**config.mk**
```make
export PLATFORM = sky130hd
export DESIGN_NAME = serial_subtractor_flat
export DESIGN_NICKNAME = d
export VERILOG_FILES = /design/src/rtl/serial_subtractor_if.sv /design/src/rtl/serial_subtractor.sv /design/src/flat_wrapper.sv
export SDC_FILE = /design/constraint.sdc
export NUM_CORES = 1
export LEC_CHECK = 0
export ABC_CLOCK_PERIOD_IN_PS = 4880
export CORE_UTILIZATION = 40
export DETAILED_ROUTE_END_ITERATION = 8
export GPL_TIMING_DRIVEN = 0
export PLACE_DENSITY = 0.65
export SETUP_SLACK_MARGIN = 0.2
export SLEW_MARGIN = 40
export SYNTH_ARGS = -nofsm -noshare
export SYNTH_HDL_FRONTEND = slang
export SYNTH_SLANG_ARGS = --single-unit
```
**constraint.sdc**
```tcl
create_clock -name clk -period 4.88 [get_ports clk]
set_input_delay 0.732 -clock clk [delete_from_list [all_inputs] [get_ports clk]]
set_output_delay 0.732 -clock clk [all_outputs]
set_load 0.01 [all_outputs]
```
**src/rtl/serial_subtractor_if.sv**
```systemverilog
`default_nettype none
// ============================================================================
// Module   : serial_subtractor_if
// Purpose  : Operand / result handshake bundle for serial_subtractor.
//            master = producer/consumer side, slave = the subtractor.
//            Carries the ovf flag only when SUB_OVF_EN is defined.
// Revision : 1.0 - initial release
// ============================================================================
interface serial_subtractor_if #(
    parameter int WIDTH = 16
);
    logic             in_valid;
    logic             in_ready;
    logic [WIDTH-1:0] a;
    logic [WIDTH-1:0] b;
    logic             bin;
    logic             out_valid;
    logic             out_ready;
    logic [WIDTH-1:0] diff;
    logic             bout;
    logic             zero;
    logic             busy;
`ifdef SUB_OVF_EN
    logic             ovf;
`endif

    modport master (
        output in_valid, a, b, bin, out_ready,
        input  in_ready, out_valid, diff, bout, zero, busy
`ifdef SUB_OVF_EN
        , input ovf
`endif
    );

    modport slave (
        input  in_valid, a, b, bin, out_ready,
        output in_ready, out_valid, diff, bout, zero, busy
`ifdef SUB_OVF_EN
        , output ovf
`endif
    );
endinterface
`default_nettype wire

```
**src/rtl/serial_subtractor.sv**
```systemverilog
`default_nettype none
// ============================================================================
// Module   : serial_subtractor
// Purpose  : Multi-cycle subtractor, diff = a - b - bin over WIDTH bits,
//            DIGIT bits per clock, LSB chunk first, borrow kept in a register.
//            Valid/ready handshake on both sides, all outputs registered.
//            Optional macro SUB_OVF_EN adds the signed-overflow flag ovf.
// Revision : 1.0 - initial release
// ============================================================================
module serial_subtractor #(
    parameter int WIDTH = 16,
    parameter int DIGIT = 1
) (
    input  logic                clk,
    input  logic                rst_n,
    serial_subtractor_if.slave  bus
);
    localparam int STEPS = WIDTH / DIGIT;
    localparam int CW    = (STEPS > 1) ? $clog2(STEPS) : 1;

    localparam logic [1:0] S_IDLE = 2'd0;
    localparam logic [1:0] S_CALC = 2'd1;
    localparam logic [1:0] S_DONE = 2'd2;

    // Reject configurations that cannot split into whole chunks.
    generate
        if ((DIGIT < 1) || (WIDTH < 2) || ((WIDTH % DIGIT) != 0)) begin : g_bad_cfg
            $error("serial_subtractor: WIDTH must be >= 2 and a multiple of DIGIT");
        end
    endgenerate

    logic [1:0]       r_state;
    // r_acc starts as the minuend; each step consumes its low chunk and the
    // result chunk enters at the top, so after STEPS steps it holds diff.
    logic [WIDTH-1:0] r_acc;
    logic [WIDTH-1:0] r_b_sh;
    logic             r_borrow;
    logic [CW-1:0]    r_cnt;
    logic             r_in_ready;
    logic             r_out_valid;
    logic [WIDTH-1:0] r_diff;
    logic             r_bout;
    logic             r_zero;
    logic             r_busy;
`ifdef SUB_OVF_EN
    logic             r_a_msb;
    logic             r_b_msb;
    logic             r_ovf;
    logic             w_ovf;
`endif

    logic [DIGIT:0]   w_t;
    logic [WIDTH-1:0] w_acc_next;
    logic [WIDTH-1:0] w_b_next;
    logic             w_last;

    // One chunk of the subtraction; the extra top bit is the borrow out.
    assign w_t = {1'b0, r_acc[DIGIT-1:0]}
               - {1'b0, r_b_sh[DIGIT-1:0]}
               - {{DIGIT{1'b0}}, r_borrow};

    generate
        if (DIGIT == WIDTH) begin : g_single
            assign w_acc_next = w_t[DIGIT-1:0];
            assign w_b_next   = '0;
        end else begin : g_multi
            assign w_acc_next = {w_t[DIGIT-1:0], r_acc[WIDTH-1:DIGIT]};
            assign w_b_next   = {{DIGIT{1'b0}}, r_b_sh[WIDTH-1:DIGIT]};
        end
    endgenerate

    assign w_last = (r_cnt == CW'(STEPS - 1));

`ifdef SUB_OVF_EN
    // Operands of opposite sign and a result whose sign differs from a.
    assign w_ovf = (r_a_msb ^ r_b_msb) & (w_acc_next[WIDTH-1] ^ r_a_msb);
`endif

    // Control FSM plus datapath: accept, shift chunk by chunk, hold result.
    always_ff @(posedge clk or negedge rst_n) begin
        if (!rst_n) begin
            r_state     <= S_IDLE;
            r_acc       <= '0;
            r_b_sh      <= '0;
            r_borrow    <= 1'b0;
            r_cnt       <= '0;
            r_in_ready  <= 1'b1;
            r_out_valid <= 1'b0;
            r_diff      <= '0;
            r_bout      <= 1'b0;
            r_zero      <= 1'b0;
            r_busy      <= 1'b0;
`ifdef SUB_OVF_EN
            r_a_msb     <= 1'b0;
            r_b_msb     <= 1'b0;
            r_ovf       <= 1'b0;
`endif
        end else begin
            case (r_state)
                S_IDLE: begin
                    if (bus.in_valid && r_in_ready) begin
                        r_acc      <= bus.a;
                        r_b_sh     <= bus.b;
                        r_borrow   <= bus.bin;
                        r_cnt      <= '0;
                        r_in_ready <= 1'b0;
                        r_busy     <= 1'b1;
                        r_state    <= S_CALC;
`ifdef SUB_OVF_EN
                        r_a_msb    <= bus.a[WIDTH-1];
                        r_b_msb    <= bus.b[WIDTH-1];
`endif
                    end
                end
                S_CALC: begin
                    r_acc    <= w_acc_next;
                    r_b_sh   <= w_b_next;
                    r_borrow <= w_t[DIGIT];
                    r_cnt    <= r_cnt + CW'(1);
                    if (w_last) begin
                        r_state     <= S_DONE;
                        r_out_valid <= 1'b1;
                        r_diff      <= w_acc_next;
                        r_bout      <= w_t[DIGIT];
                        r_zero      <= (w_acc_next == '0);
`ifdef SUB_OVF_EN
                        r_ovf       <= w_ovf;
`endif
                    end
                end
                S_DONE: begin
                    // in_ready returns only after the output handshake edge,
                    // so no new operand can be taken in the same cycle.
                    if (bus.out_ready) begin
                        r_state     <= S_IDLE;
                        r_out_valid <= 1'b0;
                        r_busy      <= 1'b0;
                        r_in_ready  <= 1'b1;
                    end
                end
                default: begin
                    r_state <= S_IDLE;
                end
            endcase
        end
    end

    assign bus.in_ready  = r_in_ready;
    assign bus.out_valid = r_out_valid;
    assign bus.diff      = r_diff;
    assign bus.bout      = r_bout;
    assign bus.zero      = r_zero;
    assign bus.busy      = r_busy;
`ifdef SUB_OVF_EN
    assign bus.ovf       = r_ovf;
`endif

endmodule
`default_nettype wire

```
**src/flat_wrapper.sv**
```systemverilog
// flat-port wrapper written by rule: the top's interface ports become plain ports
module serial_subtractor_flat 
#(
    parameter int WIDTH = 16,
    parameter int DIGIT = 1
)
  (clk, rst_n, bus_in_valid, bus_a, bus_b, bus_bin, bus_out_ready, bus_in_ready, bus_out_valid, bus_diff, bus_bout, bus_zero, bus_busy);
  serial_subtractor_if #(.WIDTH(WIDTH)) bus_i ();
  input  logic clk;
  input  logic rst_n;
  input wire logic [$bits(bus_i.in_valid)-1:0] bus_in_valid;
  input wire logic [$bits(bus_i.a)-1:0] bus_a;
  input wire logic [$bits(bus_i.b)-1:0] bus_b;
  input wire logic [$bits(bus_i.bin)-1:0] bus_bin;
  input wire logic [$bits(bus_i.out_ready)-1:0] bus_out_ready;
  output wire logic [$bits(bus_i.in_ready)-1:0] bus_in_ready;
  output wire logic [$bits(bus_i.out_valid)-1:0] bus_out_valid;
  output wire logic [$bits(bus_i.diff)-1:0] bus_diff;
  output wire logic [$bits(bus_i.bout)-1:0] bus_bout;
  output wire logic [$bits(bus_i.zero)-1:0] bus_zero;
  output wire logic [$bits(bus_i.busy)-1:0] bus_busy;
  assign bus_i.in_valid = bus_in_valid;
  assign bus_i.a = bus_a;
  assign bus_i.b = bus_b;
  assign bus_i.bin = bus_bin;
  assign bus_i.out_ready = bus_out_ready;
  assign bus_in_ready = bus_i.in_ready;
  assign bus_out_valid = bus_i.out_valid;
  assign bus_diff = bus_i.diff;
  assign bus_bout = bus_i.bout;
  assign bus_zero = bus_i.zero;
  assign bus_busy = bus_i.busy;
  serial_subtractor #(.WIDTH(WIDTH), .DIGIT(DIGIT)) u_core (.clk(clk), .rst_n(rst_n), .bus(bus_i));
endmodule
```
==> summary.txt, run 1 <==
Placement
  – Routability cong.: roughly 0.77
  – Dpl hpwl: 4.11 mm
  – Port Buf Inserts: 57

Timing
  – Least-Margin Pin Slew: 444 ps
  – Fin. max-slew vios: 0
  – Fin crit share: between 40 and 50%
  – RSZ-0062 raised after global routing: no
  – Clk_skew: between 7 and 8 ps
  – Upper clock frequency limit: between 400 and 500 MHz
  – Slew margin rel.: between 70 and 80%
  – Post-route minimum period: roughly 2200 ps
  – Setup TNS: 0 ps
  – Final Hold Fails: 0
  – Final setup fails: 0

Setup path
  – Worst flop-to-flop path startpoint: u_core.r_state[0]
  – CP Class: in -> reg
  – Max FO, Critical Path: 10
  – Worst Setup SP: bus_in_valid
  – WP data arrival: ~2400 ps
  – Critical Path RT: 5090 ps
  – Startpoint Class: input pin
  – CP Capture Type: flip-flop

Routing
  – Pre-Repair DR Iteration Count: 8
  – Drt wl/cell: 15.0 um
  – Routed Antenna Nets: 0
  – Via Count: roughly 2000
  – Vias per inst: approximately 5.2
  – DRC: 4
  – Total length of routed wires: around 5.8 mm
  – First DRT Iteration DRCs: 70

Yosys
  – Synthesized area per cell: between 10 and 15 um2
  – Share of the synthesized area in the top cell type: 53.7%
  – Synthesis Warnings: 0
  – Post-synthesis sequential area ratio: 54.7%
  – Cell taking the most area after synthesis: dfrtp_1
  – Top area cells in the synthesized netlist: dfrtp_1 (54%), mux2i_1 (9.1%), mux2_4 (8.7%)
  – Mapped Nets: approximately 270
  – Mapped cell area: ~2700 um2
  – Synth Register Bits: 60
  – Syn Inst Count: between 200 and 250
  – Unique cell type count in the Yosys netlist: 33

Global routing
  – First-pass GRT wire length: 9.75 mm
  – Tot GR Track Use: 18.1%
  – Pin count of the biggest net entering global routing: 34
  – Vias in the first global route: ~2000
  – Initial antenna violation count: 0
  – Grt ovf: 0

Clock network
  – CTS tree: built
  – CTS resizes: 0
  – Sink Count: 60
  – Setup bufs post-CTS: 0
  – Clock latency on the worst-skew pair: about 340 ps
  – Hold-fix buffers, CTS: 0
  – CTS buffer count: 9
  – CTS Root Cell: clkbuf_8
  – H-Tree Depth: 3
  – Clock transition time at the flip-flop clock pins of the worst setup and hold paths: about 70 ps
  – Clk buf depth: 2

Flow run
  – Max-cap violations: 0

Layout
  – Final Core Density: 56.5%
  – Proportion of layout cells with a drive suffix above 1: roughly 15%
  – Synthesis-to-finish area growth: 33.6%
  – Number of fill cells: approximately 550
  – N_diodes: 0
  – Nets: ~340

Power and ir drop
  – Pwr Density: slightly below 300 nW/um2
  – VDD IR max: about 0.00021 V
  – Total power of the final layout: about 0.0011 W
  – Leak: between 1.5 and 2 nW

Worst hold path
  – HP Class: in -> async

Die
  – Die X: 84.9 um
  – Initial Util: between 40% and 50%
  – Die Y: between 80 and 90 um
  – I/O pins: a little under 60
  – Rows: 29
  – Core area: between 6000 and 7000 um2
  – Total die area: slightly above 7000 um2

Run status
  – Outcome: finished with violations
  – Failing checks: design-rule violations
## synth_stat cells, drive strengths merged
library cell	instances
a21oi	11
a22o	2
buf	10
clkbuf	8
dfrtp	59
dfstp	1
fa	1
ha	1
inv	9
mux2	16
mux2i	25
nand2	7
nand2b	2
nand3	1
nand3b	1
nand4	2
nand4bb	1
nor2	1
nor2b	1
nor3b	3
nor4	3
nor4b	1
o21a	1
o21ai	58
o22ai	7
o31ai	1
or2	2
## per-stage QoR
stage	cells	instance area (um2)	setup WS, ps	hold WS (ps)
CTS	386	3670	2660	323
global route	386	3670	2530	343
detailed placement	370	3430	2330	482
floorplan	235	2750	3190	436
global placement	369	3420	1110	460
finish	386	3670	2690	330
## cell type report
| type | count | area (um2) | share of cell area, % |
|---|---|---|---|
| flip-flops and latches | 60 | 1500 | 40.9 |
| clock inverters | 6 | 111 | 3.03 |
| inverters | 9 | 33.8 | 0.920 |
| clock buffers | 10 | 128 | 3.48 |
| multi-input cells | 148 | 1110 | 30.1 |
| repair buffers | 58 | 588 | 16.0 |
| well taps | 77 | 96.3 | 2.62 |
| plain buffers | 18 | 106 | 2.90 |
## worst max-delay path, cell delays in order
cell	delay (ps)
clkdlybuf4s50_1	460
a21oi_2	380
or2_1	150
clkbuf_1	260
buf_2	300
a21oi_1	110
## cell families (layout without fill, tap and decap cells)
family / after synthesis / count (layout) / synth area share [%]
AO/OA/AOI/OAI: 80 / 80 / 15.5
adder cells (fa/ha/maj): 2 / 2 / 1.18
buffers and inverters: 27 / 101 / 5.10
flip-flops: 60 / 60 / 54.7
multiplexers: 41 / 41 / 17.8
AND/OR/NAND/NOR: 25 / 25 / 5.74
## layer usage
metal	vias to the layer above	part of all wire, %	GRT usage, %
li1	985	-	-
met1	956	48	24.2
met2	50	46	27.2
met3	7	4.2	6.91
met4	0	1.3	6.16
met5	-	0	0
## power breakdown
group          total [W]  switching [W]  internal (W)
clock network   0.000543       0.000203      0.000340
registers       0.000497              0      0.000497
logic          0.0000486      0.0000183     0.0000303
total            0.00109       0.000221      0.000868
## worst paths after layout
kind / end / slack [ps] / cells after the start
worst max-delay path: u_core.r_b_sh[7] / 2690 / 6
worst min-delay path: u_core.bus.diff[12] / 330 / 1
worst max register to register: u_core.r_b_sh[7] / 3080 / 5
worst min register to register: u_core.bus.out_valid / 490 / 2
max in group asynchronous: u_core.bus.in_ready / 3970 / 2
min in group clk: u_core.bus.out_valid / 490 / 2
## cells in the final DEF (no fill, tap or decap), types with 3 or more instances in the layout
cell type        Yosys  routed
clkbuf_1             8       9
mux2i_1             25      25
buf_6                3       3
clkbuf_8             0       9
nor3b_1              3       3
buf_2                4       4
buf_4                3       4
nor4_1               3       3
bufinv_16            0       3
a21oi_1             10      10
mux2_4              16      16
o21ai_1             31      31
nand2_1              7       7
inv_1                9       9
o21ai_0             27      27
dfrtp_1             59      59
clkdlybuf4s50_1      0      56
o22ai_1              7       7
## registers in the layout, summed over array words and instances (netlist names)
| register | flops |
|---|---|
| u_core.bus.busy | 1 |
| u_core.r_b_sh | 16 |
| u_core.bus.zero | 1 |
| u_core.bus.out_valid | 1 |
| u_core.r_state | 2 |
| u_core.r_acc | 16 |
| u_core.bus.bout | 1 |
| u_core.r_cnt | 4 |
| u_core.bus.in_ready | 1 |
| u_core.r_borrow | 1 |
| u_core.bus.diff | 16 |
Note: power is estimated with default switching activity, not from simulation.
==> run 2, diff against run 1 <==
--- a/config.mk
+++ b/config.mk
@@ -5,7 +5,7 @@
 export SDC_FILE = /design/constraint.sdc
 export NUM_CORES = 1
 export LEC_CHECK = 0
-export ABC_CLOCK_PERIOD_IN_PS = 4880
+export ABC_CLOCK_PERIOD_IN_PS = 2200
 export CORE_UTILIZATION = 40
 export DETAILED_ROUTE_END_ITERATION = 8
 export GPL_TIMING_DRIVEN = 0
==> constraint.sdc (replaced) <==
create_clock -name clk -period 2.2 [get_ports clk]
set_input_delay 0.33 -clock clk [delete_from_list [all_inputs] [get_ports clk]]
set_output_delay 0.33 -clock clk [all_outputs]
set_load 0.01 [all_outputs]
==> run 2 against run 1 <==
  * The run still ends with design-rule violations left
  * Clock power grew 120%
  * Combinational power is 120% higher
  * Non-clock buffer count rose by 1
  * Wire length grew 0.10%
  * First-iteration DRC count increased by 23%
  * Worst hold slack gained 140 ps
  * Via count rose by 0.25%
  * Largest cell class unchanged
  * Global-route usage about the same
  * Sequential cell count unchanged
  * Count of clock-buffer cells in the layout did not move
  * Power is 120% higher
  * Critical endpoint unchanged
  * Critical path type is now reg -> reg
==> summary.txt, run 2 (synthesis gave the netlist of run 1 again) <==
Die
  – Core area: 6490 um2 (unchanged)
  – Total die area: 7210 um2 (unchanged)
  – Initial Util: 42.3% (unchanged)
  – I/O pins: 58 (unchanged)
  – Rows: 29 (unchanged)
  – Die X: 84.9 um (unchanged)
  – Die Y: 84.9 um (unchanged)

Timing
  – Least-Margin Pin Slew: 449 ps (+5.11 ps)
  – Post-route minimum period: approximately 1800 ps
  – Fin. max-slew vios: 0 (unchanged)
  – Final setup fails: 0 (unchanged)
  – RSZ-0062 raised after global routing: no
  – Clk_skew: 7.63 ps (+0.120 ps)
  – Slew margin rel.: 70.1% (-0.34 points)
  – Upper clock frequency limit: around 560 MHz
  – Final Hold Fails: 0 (unchanged)
  – Fin crit share: 81.7%

Setup path
  – Max FO, Critical Path: 10 (unchanged)
  – Worst flop-to-flop path startpoint: u_core.r_state[0]
  – Startpoint Class: flip-flop
  – CP Capture Type: flip-flop
  – CP Class: reg -> reg
  – Worst Setup SP: u_core.r_state[0]
  – Slowest CP cell: dfrtp_1
  – CP Cell Sequence: a21oi_2 -> or2_1 -> clkbuf_1 -> buf_2 -> a21oi_1
  – Critical Path RT: 2410 ps (-2680 ps)
  – WP data arrival: 2010 ps (-390 ps)
  – Crit-path max cell delay: 480 ps (+20 ps)

Global routing
  – Vias in the first global route: 1987 (unchanged)
  – Pin count of the biggest net entering global routing: 34 (unchanged)
  – Initial antenna violation count: 0 (unchanged)
  – Grt ovf: 0 (unchanged)
  – Tot GR Track Use: 18.1% (+0.021 points)
  – First-pass GRT wire length: 9.76 mm (about the same)

Layout
  – Synthesis-to-finish area growth: 34.0%
  – Most common cell after layout, fill and taps aside: dfrtp_1
  – Proportion of layout cells with a drive suffix above 1: 15.2% (-0.049 points)
  – Post-route cell area: 3680 um2 (+0.27%)
  – Number of fill cells: 549 (unchanged)
  – Most frequent cells in the layout: dfrtp_1 (59), clkdlybuf4s50_1 (56), o21ai_1 (31), o21ai_0 (27), mux2i_1 (25)
  – Nets: 344 (+0.29%)
  – N_diodes: 0 (unchanged)

Clock network
  – Clk buf depth: 2 (unchanged)
  – Clock latency on the worst-skew pair: 340 ps (about the same)
  – Clock transition time at the flip-flop clock pins of the worst setup and hold paths: 70 ps (about the same)
  – H-Tree Depth: 3 (unchanged)
  – CTS Root Cell: clkbuf_8
  – Sink Count: 60 (unchanged)
  – CTS buffer count: 9 (unchanged)
  – CTS tree: built
  – CTS resizes: 0 (unchanged)

Routing
  – Via Count: 2003 (+0.25%)
  – Vias per inst: 5.18 (about the same)
  – Routed Antenna Nets: 0 (unchanged)
  – First DRT Iteration DRCs: 86 (+23%)
  – DRC: 4 (unchanged)
  – Total length of routed wires: 5.80 mm (+0.10%)
  – Pre-Repair DR Iteration Count: 8 (unchanged)
  – Drt wl/cell: 15.0 um (-0.16%)

Placement
  – Dpl hpwl: 4.11 mm (unchanged)
  – DP Area: 3430 um2 (unchanged)
  – Routability cong.: 0.774 (unchanged)
  – Port Buf Inserts: 57 (unchanged)

Power and ir drop
  – Leak: 1.64 nW (+0.26%)
  – Pwr Density: 656 nW/um2 (+120%)
  – VDD IR max: 0.000465 V (+120%)
  – Total power of the final layout: 0.00242 W (+120%)

Worst hold path
  – HP Class: in -> async

Run status
  – Outcome: finished with violations
  – Failing checks: design-rule violations

Flow run
  – Max-cap violations: 0 (unchanged)
[run 2: worst max-delay path, delay by kind of cell (launching register included)]
family | cells | cell delay [ps]
flops | 1 | 480
simple gates | 1 | 150
compound gates | 2 | 470
buf+inv | 2 | 560
[run 2: through the flow]
stage                     std cells  hold slack [ps]  setup slack (ps)  util, %  setup TNS (ps)
after global placement          369              460             -1170     52.6          -69170
final                           387              471               404     56.7               0
after global routing            387              492               209     56.7               0
after CTS                       387              467               372     56.7               0
after detailed placement        370              299              54.7     52.9               0
after floorplan                 235             34.4               643        -               0
[run 2: path summary, 6_finish.rpt]
| path | endpoint | slack (ps) | depth (start not counted) |
|---|---|---|---|
| worst max-delay path | u_core.r_b_sh[7] | 400 | 5 |
| worst min-delay path | u_core.bus.diff[12] | 470 | 2 |
| worst max register to register | u_core.r_b_sh[7] | 400 | 5 |
| worst min register to register | u_core.bus.out_valid | 490 | 2 |
| max in group asynchronous | u_core.bus.in_ready | 1150 | 3 |
| min in group clk | u_core.bus.out_valid | 490 | 2 |
[run 2: power by group]
part	internal (W)	switching, W	leakage, nW
sequential	0.00110	0	0.814
clock	0.000755	0.000449	0.117
combinational	0.0000683	0.0000409	0.705
total	0.00193	0.000490	1.64
[run 2: layout make-up]
cell class                      instances  area [um2]  share of cell area, %
Clock inverter                          6         111                   3.02
Multi-Input combinational cell        148        1110                   30.0
Timing Repair Buffer                   59         598                   16.2
Tap cell                               77        96.3                   2.62
Inverter                                9        33.8                  0.917
Sequential cell                        60        1500                   40.8
Clock buffer                           10         128                   3.47
Buffer                                 18         106                   2.89
[run 2: timing repair]
item / in CTS / in global routing
hold buffers: 1 / 0
hold endpoints to repair: 32 / 0
setup buffers: 0 / 0
[run 2: routing by layer]
metal | routed length [um] | up-vias | GRT usage [%]
li1 | - | 987 | -
met1 | 2800 | 957 | 24.2
met2 | 2670 | 52 | 27.3
met3 | 248 | 7 | 6.91
met4 | 78 | 0 | 6.16
met5 | 0 | - | 0
